[config.mk]
export PLATFORM = sky130hd
export DESIGN_NAME = pc_sequencer
export DESIGN_NICKNAME = d
export VERILOG_FILES = /design/src/rtl/pc_sequencer.sv
export SDC_FILE = /design/constraint.sdc
export NUM_CORES = 1
export LEC_CHECK = 0
export CAP_MARGIN = 20
export CELL_PAD_IN_SITES_DETAIL_PLACEMENT = 1
export CELL_PAD_IN_SITES_GLOBAL_PLACEMENT = 2
export CORE_MARGIN = 8
export CORE_UTILIZATION = 29
export CTS_CLUSTER_SIZE = 14
export DETAILED_ROUTE_END_ITERATION = 7
export GPL_TIMING_DRIVEN = 0
export PLACE_DENSITY_LB_ADDON = 0.1
export SYNTH_ARGS = -nofsm -noshare
export SYNTH_HDL_FRONTEND = slang
export SYNTH_SLANG_ARGS = --single-unit
[constraint.sdc]
create_clock -name clk -period 3.1 [get_ports clk]
set_input_delay 0.465 -clock clk [delete_from_list [all_inputs] [get_ports clk]]
set_output_delay 0.465 -clock clk [all_outputs]
set_load 0.01 [all_outputs]
[src/rtl/pc_sequencer.sv]
// pc_sequencer: owns the program counter and sequences instruction fetches over a req/ack handshake
// Ports:
//    clk, rst            clock (rising edge), asynchronous active-high reset
//    stall               decode back-pressure; stops new fetches once any outstanding one completes
//    redirect_valid      branch/jump taken; redirect_target is the new PC
//    trap                exception request, highest priority
//    imem_req/imem_addr  fetch request and its address (the pc register)
//    imem_ack            memory completes the fetch this cycle
//    pc_out/pc_valid     address of the last completed fetch, one-cycle completion pulse
//    misaligned          one-cycle pulse for a redirect target that is not STEP-aligned
module pc_sequencer #(
   parameter int               WIDTH        = 32,
   parameter logic [WIDTH-1:0] RESET_VECTOR = 32'h0000_0000,
   parameter logic [WIDTH-1:0] TRAP_VECTOR  = 32'h0000_0100,
   parameter int               STEP         = 4
) (
   input  logic             clk,
   input  logic             rst,
   input  logic             stall,
   input  logic             redirect_valid,
   input  logic [WIDTH-1:0] redirect_target,
   input  logic             trap,
   output logic             imem_req,
   output logic [WIDTH-1:0] imem_addr,
   input  logic             imem_ack,
   output logic [WIDTH-1:0] pc_out,
   output logic             pc_valid,
   output logic             misaligned
);
   typedef enum logic [1:0] {BOOT, REQ, STALL, FLUSH} state_t;
   state_t           r_state, w_next;
   logic [WIDTH-1:0] r_pc, r_pc_out;
   logic             r_valid, r_mis;
   logic             w_active, w_align, w_trap, w_redir, w_xfer;
   assign w_align  = (redirect_target & WIDTH'(STEP - 1)) == '0;
   // BOOT ignores trap/redirect; every other state honours them
   assign w_active = r_state != BOOT;
   // a misaligned redirect is routed to the trap vector like a trap
   assign w_trap   = w_active & (trap | (redirect_valid & ~w_align));
   assign w_redir  = w_active & ~w_trap & redirect_valid;
   // trap/redirect discard a same-cycle ack
   assign w_xfer   = (r_state == REQ) & imem_ack & ~w_trap & ~w_redir;
   always_ff @(posedge clk or posedge rst)
      if (rst) r_state <= BOOT;
      else     r_state <= w_next;
   // an unacknowledged request is held regardless of stall, so the address never moves under req
   always_comb
      w_next = (w_trap | w_redir)                ? FLUSH :
               ((r_state == REQ) & ~imem_ack)    ? REQ   :
               stall                             ? STALL : REQ;
   always_comb begin
      imem_req  = r_state == REQ;
      imem_addr = r_pc;
   end
   always_ff @(posedge clk or posedge rst)
      if (rst) begin
         r_pc     <= RESET_VECTOR;
         r_pc_out <= '0;
         r_valid  <= 1'b0;
         r_mis    <= 1'b0;
      end else begin
         r_pc     <= w_trap ? TRAP_VECTOR : w_redir ? redirect_target : w_xfer ? r_pc + WIDTH'(STEP) : r_pc;
         r_pc_out <= w_xfer ? r_pc : r_pc_out;
         r_valid  <= w_xfer;
         r_mis    <= w_active & ~trap & redirect_valid & ~w_align;
      end
   assign pc_out     = r_pc_out;
   assign pc_valid   = r_valid;
   assign misaligned = r_mis;
endmodule

==> summary.md <==
| Metric | Value |
|---|---|
| Simple-Gate Fraction of Synth Area | `0.282` |
| Dpl ws | `-309 ps` |
| PD cells | `416 nW/um2` |
| Count of state elements after synthesis | `68` |
| Dpl cells | `647` |
| Max VDD drop | `0.000199 V` |
| Syn_area_per_cell | `8.63 um2` |
| Drt drc | `0` |
| Crit-path max FO | `10` |
| Critical path's slowest cell | `clkdlybuf4s50_1` |
| Core Rows | `39` |
| WS Path Type | `in2reg` |
| IO Port Bufs | `104` |
| Yosys warns | `0` |
| Final clock skew | `6.78 ps` |
| Final nets | `554` |
| Delay of the slowest critical-path stage | `550 ps` |
| Hold depth | `2` |
| Storage cell area | `1700 um2` |
| Syn_nets | `438` |
| Multi-input gate area | `1620 um2` |
| Logic pwr share | `0.094` |
| Critical path required time | `3380 ps` |
| First-pass GRT wire length | `21300 um` |
| Peak Freq | `362 MHz` |
| Clock buffer depth | `2` |
| HP Class | `reg2reg` |
| Detail Route Antenna Nets | `0` |
| Worst-Margin Slew | `937 ps` |
| EDFF count, synth | `0` |
| Via density | `5.19` |
| Switching share of power | `0.242` |
| Commonest non-fill, non-tap cell in the layout | `nand2_1` |
| Area contributors post-synth | `dfrtp_1 (49%), nand2_1 (12%), o21ai_0 (5.5%), nor2_1 (2.4%), a21oi_1 (2.3%)` |
| HPWL after DPL | `9650 um` |
| Synthesized cell area | `3440 um2` |
| Crit start category | `input pin` |
| R2R cell count | `6` |
| Die Span X | `125 um` |
| Fin crit share | `0.892` |
| Mux cell area share after synthesis | `0.00291` |
| Ys async rst share | `1.00` |
| Antenna Cells | `0` |
| Min setup slack post-route | `334 ps` |
| Worst path cell trace | `clkdlybuf4s50_1 > and3b_1 > clkbuf_1 > nand2_1 > inv_1 > clkbuf_1 > clkbuf_2 > nand2_1 > nand2_1` |
| WP buf/inv | `5` |
| Internal | `0.00156 W` |
| Total of max-cap violations | `0` |
| Initial Util | `0.299` |
| Sequential power share | `0.447` |
| Routed len/inst | `19.6 um` |
| Die H | `125 um` |
| Hold buffers post-CTS | `0` |
| I/O pins | `105` |
| Detailed Route WL | `13000 um` |
| CTS sink cnt | `68` |
| Die area | `15600 um2` |
| Most frequent cells in the layout | `nand2_1 (113), clkdlybuf4s50_1 (104), dfrtp_1 (68), o21ai_0 (38), nor2_1 (22)` |
| Post-synthesis cell type count | `51` |
| Final Power | `0.00206 W` |
| Most used DFF post-synth | `dfrtp_1` |
| TritonRoute pass-1 iters | `4` |
| GRT overflow | `0` |
| CP endpoint kind | `flop` |
| Fin crit period | `2770 ps` |
| Design Area, Final | `4960 um2` |
| Final non-filler cell total | `663` |
| PostCTS Resize Cnt | `0` |
| H-tree lvl count | `3` |
| First DRT Iteration DRCs | `147` |
| Seq/Total Area, Yosys | `0.494` |
| Filler cell count | `1363` |
| Initial antenna violation count | `0` |
| Worst EP arrival | `3040 ps` |
| Clock share of power | `0.459` |
| Psw | `0.000499 W` |
| Setup-failing EPs final | `0` |
| Setup TNS | `0 ps` |
| Post-synthesis xor/xnor area fraction | `0.0153` |
| Compound-Gate Fraction of Synth Area | `0.165` |
| DR vias | `3441` |
| Placed Area | `4680 um2` |
| Layout cells sized above 1 | `0.0615` |
| Setup bufs post-CTS | `0` |
| Final Hold Vio Count | `0` |
| Clock root cell | `clkbuf_16` |
| RSZ-0062 raised after global routing | `no` |
| Largest net degree at the start of global routing | `39` |
| Final slew viol count | `0` |
| Synth Instances | `399` |
| Cell depth of the worst setup path | `9` |
| Layout area overhead | `44.0%` |
| Cell family with most CP delay | `buffers and inverters` |
| Largest family of logic cells by synthesized area | `simple AND/OR/NAND/NOR gates` |
| CTS clk-pin slew, worst paths | `50 ps` |
| Most frequent CP cell | `nand2_1` |
| Vias in the first global route | `3707` |
| GRT Total Usage | `0.170` |
| Pleak | `2.10 nW` |
| Largest area contributor in the netlist | `dfrtp_1` |
| Post-synthesis adder-cell area fraction | `0.00364` |
| TritonCTS Buffers | `9` |
| Worst-Skew Late Latency | `340 ps` |
| Worst slew margin | `0.375` |
| RD Place Congestion | `0.783` |
| Post-synth top area share | `0.494` |
| CTS tree | `built` |
| Status | `complete, no violations` |
| Core box area | `11500 um2` |
[metal layers]
layer  vias up  global-route usage  wire length (um)  share of wire
met3        12              0.0463               608          0.047
li1       1634                   -                 -              -
met4         0              0.0566               173          0.013
met1      1727               0.214              6080           0.47
met2        68               0.278              6150           0.47
met5         -                   0                 0              0
[area by class of cell]
cell class                      count  area share
Tap cell                          143      0.0361
Timing Repair Buffer              105       0.214
Sequential cell                    68       0.343
Buffer                             20      0.0194
Clock buffer                       14      0.0512
Multi-Input combinational cell    302       0.327
Clock inverter                      2     0.00202
Inverter                            9     0.00732
[tightest hold or removal path: cells and delay by family, from the launching register on]
kind | cells | cell delay (ps)
AND/OR/NAND/NOR | 2 | 100
flip-flops | 1 | 330
[cells in the mapped netlist (6+ instances only)]
library cell / instances
nand2_1: 113
a22oi_1: 8
nor4_1: 11
nand4_1: 7
a21oi_1: 16
nor3_1: 6
o21ai_0: 38
a211oi_1: 6
nand3_1: 13
clkbuf_1: 12
nor2_1: 22
dfrtp_1: 68
inv_1: 9
[state kept, by name, summed over array words and instances, names as in the netlist]
signal and flops:
pc_out 32, misaligned 1, pc_valid 1, imem_addr 32, r_state 2
[cells by family after synthesis]
kind of cell               count (synthesis)
buffers and inverters                     29
muxes                                      1
adders and majority gates                  1
DFF                                       68
and+or+nand+nor                          202
AOI/OAI and AO/OA                         92
xor gates and xnor gates                   6
[power by group through the flow]
| stage | registers [W] | clock network, W | logic (W) |
|---|---|---|---|
| 4_1_cts | 0.000922 | 0.000970 | 0.000198 |
| 3_3_place_gp | 0.000937 | 0 | 0.000191 |
| 3_5_place_dp | 0.000938 | 0 | 0.000197 |
| 5_1_grt | 0.000924 | 0.00100 | 0.000212 |
| 6_report | 0.000922 | 0.000946 | 0.000194 |
| 2_1_floorplan | 0.000942 | 0 | 0.0000679 |
[stage by stage]
| stage | hold WS [ps] | util |
|---|---|---|
| finish | 468 | 0.430 |
| floorplan | 514 | - |
| global route | 494 | 0.430 |
| global placement | 459 | 0.405 |
| CTS | 476 | 0.430 |
| detailed placement | 462 | 0.407 |
[worst paths after layout]
kind | start | end | slack (ps)
max | imem_ack | pc_out[26] | 330
min | pc_out[20] | pc_out[20] | 470
max reg2reg | imem_addr[2] | imem_addr[28] | 410
min reg2reg | pc_out[20] | pc_out[20] | 470
max in group asynchronous | rst | imem_addr[27] | 2050
min in group asynchronous | rst | pc_out[18] | 480
Note: power is estimated with default switching activity, not from simulation.
